**src/rtl/psum_sfu_ctrl.sv**
```systemverilog
// psum_sfu_ctrl: sequences partial-sum reads into a column of SFU lanes and
// writes the post-ReLU results to the output memory.
//
// For every output pixel o (0..num_out-1) the controller reads num_k psum rows
// (one per kernel position k) at address k*num_out+o. It holds the SFU in
// accumulate mode while that data arrives, spends one flush cycle so the SFU
// latches ReLU(sum) and clears, and then writes the lane results to address o.
// Each output takes num_k+3 cycles. A one-cycle done pulse ends the run.
//
// Ports
//   clk, reset   clock, synchronous active-high reset
//   start        begins a run when sampled in IDLE, ignored otherwise
//   busy         high in every state except IDLE
//   done         one-cycle pulse at the end of a run
//   psum_ren     psum memory read enable
//   psum_addr    psum memory read address (k*num_out+o), 0 when not reading
//   psum_q       psum memory read data, valid the cycle after psum_ren
//   sfu_acc      accumulate enable to the SFU lanes
//   sfu_psum     psum_q forwarded to the SFU lanes unchanged
//   sfu_out      post-ReLU SFU results
//   out_wen      output memory write enable
//   out_addr     output memory write address (o), 0 when not writing
//   out_d        output memory write data (sfu_out), 0 when not writing
module psum_sfu_ctrl #(
  parameter int unsigned col     = 8,
  parameter int unsigned psum_bw = 16,
  parameter int unsigned num_k   = 9,
  parameter int unsigned num_out = 16,
  parameter int unsigned addr_bw = 8
) (
  input  logic                     clk,
  input  logic                     reset,
  input  logic                     start,
  output logic                     busy,
  output logic                     done,
  output logic                     psum_ren,
  output logic [addr_bw-1:0]       psum_addr,
  input  logic [col*psum_bw-1:0]   psum_q,
  output logic                     sfu_acc,
  output logic [col*psum_bw-1:0]   sfu_psum,
  input  logic [col*psum_bw-1:0]   sfu_out,
  output logic                     out_wen,
  output logic [addr_bw-1:0]       out_addr,
  output logic [col*psum_bw-1:0]   out_d
);

  localparam int unsigned DATA_W = col * psum_bw;
  localparam int unsigned K_W    = (num_k > 1) ? $clog2(num_k) : 1;
  localparam int unsigned O_W    = (num_out > 1) ? $clog2(num_out) : 1;

  localparam logic [K_W-1:0] K_LAST = K_W'(num_k - 1);
  localparam logic [O_W-1:0] O_LAST = O_W'(num_out - 1);

  localparam logic [2:0] IDLE  = 3'd0;
  localparam logic [2:0] READ  = 3'd1;
  localparam logic [2:0] TAIL  = 3'd2;
  localparam logic [2:0] FLUSH = 3'd3;
  localparam logic [2:0] WRITE = 3'd4;
  localparam logic [2:0] DONE  = 3'd5;

  logic [2:0]         state;
  logic [2:0]         state_n;
  logic [K_W-1:0]     k;
  logic [K_W-1:0]     k_n;
  logic [O_W-1:0]     o;
  logic [O_W-1:0]     o_n;
  logic [addr_bw-1:0] rd_addr_n;

  // State and counter register
  always_ff @(posedge clk) begin
    if (reset) begin
      state <= IDLE;
      k     <= '0;
      o     <= '0;
    end else begin
      state <= state_n;
      k     <= k_n;
      o     <= o_n;
    end
  end

  // Next-state and counter update
  always_comb begin
    state_n = state;
    k_n     = k;
    o_n     = o;
    case (state)
      IDLE: begin
        if (start) begin
          state_n = READ;
          k_n     = '0;
          o_n     = '0;
        end
      end
      READ: begin
        if (k == K_LAST) begin
          k_n     = '0;
          state_n = TAIL;
        end else begin
          k_n = k + K_W'(1);
        end
      end
      TAIL:  state_n = FLUSH;
      FLUSH: state_n = WRITE;
      WRITE: begin
        if (o == O_LAST) begin
          state_n = DONE;
        end else begin
          o_n     = o + O_W'(1);
          state_n = READ;
        end
      end
      DONE:    state_n = IDLE;
      default: state_n = IDLE;
    endcase
  end

  // Read address for the upcoming cycle, kept addr_bw wide
  always_comb begin
    rd_addr_n = addr_bw'(k_n) * addr_bw'(num_out) + addr_bw'(o_n);
  end

  // Outputs are registered from the next state so they line up with the state
  // they belong to; sfu_acc lags READ by one cycle to match memory latency.
  always_ff @(posedge clk) begin
    if (reset) begin
      busy      <= 1'b0;
      done      <= 1'b0;
      psum_ren  <= 1'b0;
      psum_addr <= '0;
      out_wen   <= 1'b0;
      out_addr  <= '0;
      sfu_acc   <= 1'b0;
    end else begin
      busy      <= (state_n != IDLE);
      done      <= (state_n == DONE);
      psum_ren  <= (state_n == READ);
      psum_addr <= (state_n == READ) ? rd_addr_n : '0;
      out_wen   <= (state_n == WRITE);
      out_addr  <= (state_n == WRITE) ? addr_bw'(o_n) : '0;
      sfu_acc   <= (state == READ);
    end
  end

  // SFU result only becomes valid in WRITE (latched during FLUSH), so the
  // write data is forwarded directly rather than registered.
  assign out_d    = (state == WRITE) ? sfu_out : DATA_W'(0);
  assign sfu_psum = psum_q;

endmodule

```
**config.mk**
```make
export PLATFORM = sky130hd
export DESIGN_NAME = psum_sfu_ctrl
export DESIGN_NICKNAME = d
export VERILOG_FILES = /design/src/rtl/psum_sfu_ctrl.sv
export SDC_FILE = /design/constraint.sdc
export NUM_CORES = 1
export LEC_CHECK = 0
export ABC_AREA = 0
export ABC_CLOCK_PERIOD_IN_PS = 1900
export BUFFER_PORTS_ARGS = -buffer_cell sky130_fd_sc_hd__buf_2
export CAP_MARGIN = 30
export CORE_AREA = 8 8 201 203
export CTS_CLUSTER_DIAMETER = 120
export DETAILED_ROUTE_END_ITERATION = 10
export DIE_AREA = 0 0 209 211
export PLACE_DENSITY_LB_ADDON = 0.3
export SYNTH_ARGS = -nofsm -noshare
export SYNTH_HDL_FRONTEND = slang
export SYNTH_SLANG_ARGS = --single-unit
```
**constraint.sdc**
```tcl
create_clock -name clk -period 1.9 [get_ports clk]
set_input_delay 0.57 -clock clk [delete_from_list [all_inputs] [get_ports clk]]
set_output_delay 0.57 -clock clk [all_outputs]
set_load 0.03 [all_outputs]
```
## Word level (Yosys, flattened, before mapping)

Cells that the tools add are included.

- Memories: 0
- Bits in writable memories: 0
- Output and inout port bits: 277
- Memory bits (read-only): 0
- Bits in registers: 32
- Latch bits: 0
- Bits of input ports: 259
- Logic and storage cells: 40

- Equal/unequal tests: 9
- $lt $le $gt $ge: 0
- Bitwise operators: 2
- $add $sub $neg: 3
- Shifts and indexed selects: 0
- Reduce and logical (&&, ||, !) cells: 4
- Multiplexer cells: 11
- Div/mod/pow operators: 0
- Multipliers: 0

Operators by type and width:

| kind | number |
|---|---|
| $mux W128 | 1 |
| $mux W4 | 4 |
| $pmux W4 S2 | 2 |
| $pmux W3 S5 | 1 |
| $eq A3 B3 Y1 const B | 3 |
| $mux W3 | 3 |
| $add A4 B1 Y4 const B | 2 |
| $add A8 B4 Y8 | 1 |
| $eq A4 B4 Y1 const B | 2 |
| $eq A3 B1 Y1 const B | 2 |
| $eq A3 B2 Y1 const B | 2 |
| $reduce_or A2 Y1 | 2 |
| $logic_not A3 Y1 | 1 |
| $reduce_bool A3 Y1 | 1 |
| $not A1 Y1 | 2 |

## Logic depth before layout (Yosys ltp)

- Word-level depth: 6
- Mapped depth: 7
- Gate-level depth less buffers: 6

## Worst setup path after synthesis

Ideal clock, no wire load.

- Kind: register to output
- Start: reg state[0]
- End: out out_d[117]
- Buffers on the path: 3
- Data required time: 1330 ps
- Path slack: -211 ps
- Arrival time: 1541 ps
- Cell stages (with the launch flop): 6
- Cell sequence: dfxtp_1 buf_2 nor3b_2 clkbuf_1 clkbuf_1 and2_1

- Longest elaborated chain between the ends: 2

RTL lines:

| item | line | text |
|---|---|---|
| start, declared | 61 | `logic [2:0] state;` |
| start signal, assigned | 76 | `state <= state_n;` |
| $eq A3 B3 Y1 | 147 | `assign out_d = (state == WRITE) ? sfu_out : DATA_W'(0);` |
| $mux W128 | 147 |  |
| end, declared | 44 | `output logic [col*psum_bw-1:0] out_d` |

Every way passes these cells.

## Worst setup path after layout

- Start: reg state[1]
- End: out out_d[99]

Same word-level chain as after synthesis.

==> key figures <==
Run status
  – Outcome: complete, but fails checks
  – Violations in the final reports: setup timing

CTS
  – Number of clock sinks seen by CTS: 28
  – Root buffer selected by CTS: sky130_fd_sc_hd__clkbuf_16
  – Num CTS Buffers: 3
  – H-tree levels: 1
  – Worst-skew pair later-pin latency: approximately 260 ps
  – Worst-path clk slew: 70 ps
  – # hold bufs at CTS: 0
  – Max clock buf depth: 2
  – TritonCTS clock tree: done

Die
  – Number of rows in the core area: about 70
  – Die H: between 200 and 250 microns
  – Starting density of the core: approximately 8.0%
  – Floorplan die area: between 40,000 and 50,000 sq um
  – Core ar.: 37,100 sq um
  – Top-Level Pins: roughly 540
  – Die Wd: approximately 210 microns

Synthesis
  – Number of enable-type register cells in the synthesized netlist: 0
  – Fraction of the yosys area taken by sequential cells: 18.9%
  – Netlist area before placement: ~3000 sq um
  – Synth Warn #: 0
  – Number of distinct library cells after synthesis: 42
  – Top flip-flop cell by instance count after synthesis: sky130_fd_sc_hd__dfxtp_1
  – Cells after synthesis: a little under 400
  – Avg Inst Size Synth: 7.66 sq um
  – Yosys reg bits: 28
  – Async set-or-reset flop fraction in the synthesized netlist: 0%

Setup path
  – Register-to-Register Setup Slack: around 100 ps
  – Worst r2r dst: psum_addr[7]
  – Category of the worst setup path capture point: output port
  – Data arrival time of the worst path: about 1600 ps
  – Highest fanout seen on the critical path: 10
  – Classification of the worst setup path: register to output port
  – Req. time, crit path: approximately 1300 ps
  – Depth of the worst register-to-register path: 6
  – Startpoint types: register
  – Critical register-to-register path startpoint: k[0]
  – Launch point of the critical path: state[1]

Hold path
  – Launch point of the worst hold path: k[1]
  – Worst hold-check path type: register to register
  – Instance count along the most critical hold path: 2
  – Sink of the worst hold path: psum_addr[5]

Routing
  – WL per Instance: around 16 microns
  – Total wirelength of the detailed-routed design: roughly 16,000 microns
  – Antenna Violating Nets Remaining: 0
  – Avg Vias per Cell: 2.96
  – DR iter-0 viols: roughly 140
  – Drt pass-1 iters: 4
  – DRC viols: 0
  – Number of vias after detailed routing: between 3,000 and 4,000

STA
  – Fin crit share: 111%
  – Hold Slack: slightly below 600 ps
  – RSZ-0062 raised after global routing: yes
  – Final setup fails: about 130
  – Worst clock skew: between 2 and 3 ps
  – Endpoints failing hold: 0
  – Highest attainable clock frequency: about 0.47 GHz
  – Max Slew Vio Count: 0
  – Worst-case setup margin in the final layout: -216 ps
  – Clock period minus final worst setup slack: around 2100 ps

Job
  – Max-cap violations: 0

Pwr
  – Sum of internal, switching and leakage power: ~1.5 mW
  – Maximum ir drop on the vdd rail: between 0.3 and 0.4 mV
  – Total power density per cell area: between 300 and 400 nW/um^2
  – Pleak: 2.46 nW

Global routing
  – Number of global-route vias before repair: between 3,000 and 4,000
  – Overall overflow remaining after global route: 0
  – Pin count of the biggest net entering global routing: 32
  – Total global routing track utilization: a little over 6%
  – Wire length of the first global-routing pass: approximately 21,000 microns
  – Number of antenna violations at the first check in global routing: 0

Finish
  – Number of fill cells: between 4,000 and 5,000
  – Non-filler cells in the finished layout: 1,015
  – Utilization after layout: about an eighth
  – Fraction of layout cells with a size suffix above 1: 79.8%
  – Top library cells by usage in the layout, fill and taps aside: 158 x sky130_fd_sc_hd__buf_2, 84 x sky130_fd_sc_hd__buf_4, 77 x sky130_fd_sc_hd__and2_4
  – Most frequent standard cell in the layout excluding fill and tap cells: sky130_fd_sc_hd__buf_2
  – Summed area of non-filler cells in the final layout: around 4900 sq um
  – Post-layout nets: roughly 800
  – Area growth from synthesis to final layout: 64.4%

Place
  – I/O Buffers: roughly 280
  – Final RePlAce weighted congestion: 0.905
  – Area after detailed placement: 4260 sq um
  – Number of cells after detailed placement: ~1,000
  – DP HPWL: 13,200 microns
synthesized netlist by cell type, types with 2 or more instances:
| library cell | count | area share (%) |
|---|---|---|
| sky130_fd_sc_hd__o21ai_0 | 6 | 1.0 |
| sky130_fd_sc_hd__buf_6 | 2 | 0.76 |
| sky130_fd_sc_hd__nand2_1 | 2 | 0.25 |
| sky130_fd_sc_hd__nor3_1 | 2 | 0.34 |
| sky130_fd_sc_hd__buf_2 | 2 | 0.34 |
| sky130_fd_sc_hd__a21oi_1 | 3 | 0.51 |
| sky130_fd_sc_hd__nand3b_1 | 2 | 0.51 |
| sky130_fd_sc_hd__ha_1 | 3 | 1.3 |
| sky130_fd_sc_hd__clkbuf_1 | 14 | 1.8 |
| sky130_fd_sc_hd__dfxtp_1 | 28 | 19 |
| sky130_fd_sc_hd__nand3_1 | 3 | 0.51 |
| sky130_fd_sc_hd__a32oi_1 | 2 | 0.59 |
| sky130_fd_sc_hd__nor2b_1 | 6 | 1.3 |
| sky130_fd_sc_hd__inv_1 | 7 | 0.88 |
| sky130_fd_sc_hd__nor2b_2 | 2 | 0.59 |
| sky130_fd_sc_hd__nor2_2 | 7 | 1.5 |
| sky130_fd_sc_hd__and2_1 | 129 | 27 |
| sky130_fd_sc_hd__nor2_1 | 12 | 1.5 |
| sky130_fd_sc_hd__buf_4 | 133 | 34 |
worst max path at each step:
| stage | cells past startpoint | to | slack [ps] |
|---|---|---|---|
| after floorplan | 5 | out_d[121] | -30 |
| after global placement | 5 | out_d[9] | -80 |
| after detailed placement | 5 | out_d[9] | -50 |
| after CTS | 5 | out_d[26] | -260 |
| after global routing | 5 | out_d[99] | -290 |
| final | 5 | out_d[99] | -220 |
cell families (layout without fill, tap and decap cells):
| kind of cell | after synthesis | in the layout | share of synthesized area, % |
|---|---|---|---|
| fa+ha+maj | 3 | 3 | 1.26 |
| flops | 28 | 28 | 18.9 |
| compound gates | 23 | 23 | 5.81 |
| other cells | 1 | 5 | 0.126 |
| simple gates | 174 | 174 | 36.3 |
| xor+xnor | 1 | 1 | 0.295 |
| buf+inv | 158 | 307 | 37.4 |
through the flow:
stage / TNS [ps] / worst slack (ps)
6_report: -21970 / -216
5_1_grt: -30630 / -295
4_1_cts: -25240 / -257
3_5_place_dp: -396 / -53.1
3_3_place_gp: -700 / -83.5
2_1_floorplan: -1100 / -34.0
where the power goes:
group | switching (mW) | leakage, nW | internal (mW)
clock network | 0.206 | 0.0511 | 0.420
registers | 0.00691 | 0.228 | 0.599
logic | 0.120 | 2.18 | 0.123
total | 0.333 | 2.46 | 1.14
flip-flops by register name, summed over array words and instances (netlist names):
signal,cells
sfu_acc,1
psum_addr,8
o,4
psum_ren,1
k,4
done,1
busy,1
out_wen,1
state,3
out_addr,4
timing repair:
item	in CTS	in global routing
gates cloned	0	1
pin swaps	0	0
setup endpoints to repair	128	128
hold endpoints to repair	0	0
resized for setup	119	72
setup buffers	1	1
worst max-delay path: stages, from the launching register on:
cell,delay (ps)
sky130_fd_sc_hd__dfxtp_2,330
sky130_fd_sc_hd__nor3b_4,260
sky130_fd_sc_hd__buf_4,190
sky130_fd_sc_hd__clkbuf_16,150
sky130_fd_sc_hd__and2_2,170
sky130_fd_sc_hd__buf_4,180
per-layer routing:
layer	GRT usage (%)	routed length, microns	vias to the layer above
li1	-	-	1370
met1	6.17	5660	1278
met2	8.62	6550	342
met3	6.45	3350	10
met4	1.26	267	2
met5	1.11	62	-
area by class of cell:
cell class	instances	area [sq um]	share of cell area, %
clock inverter	1	30.0	0.615
multi-input combinational	205	1550	31.8
timing repair buffer	296	2040	41.8
tap	474	593	12.1
sequential	28	563	11.5
inverter	7	26.3	0.538
antenna	1	2.50	0.0512
clock buffer	3	75.1	1.54
No activity file was read; power rests on OpenSTA's default activity.
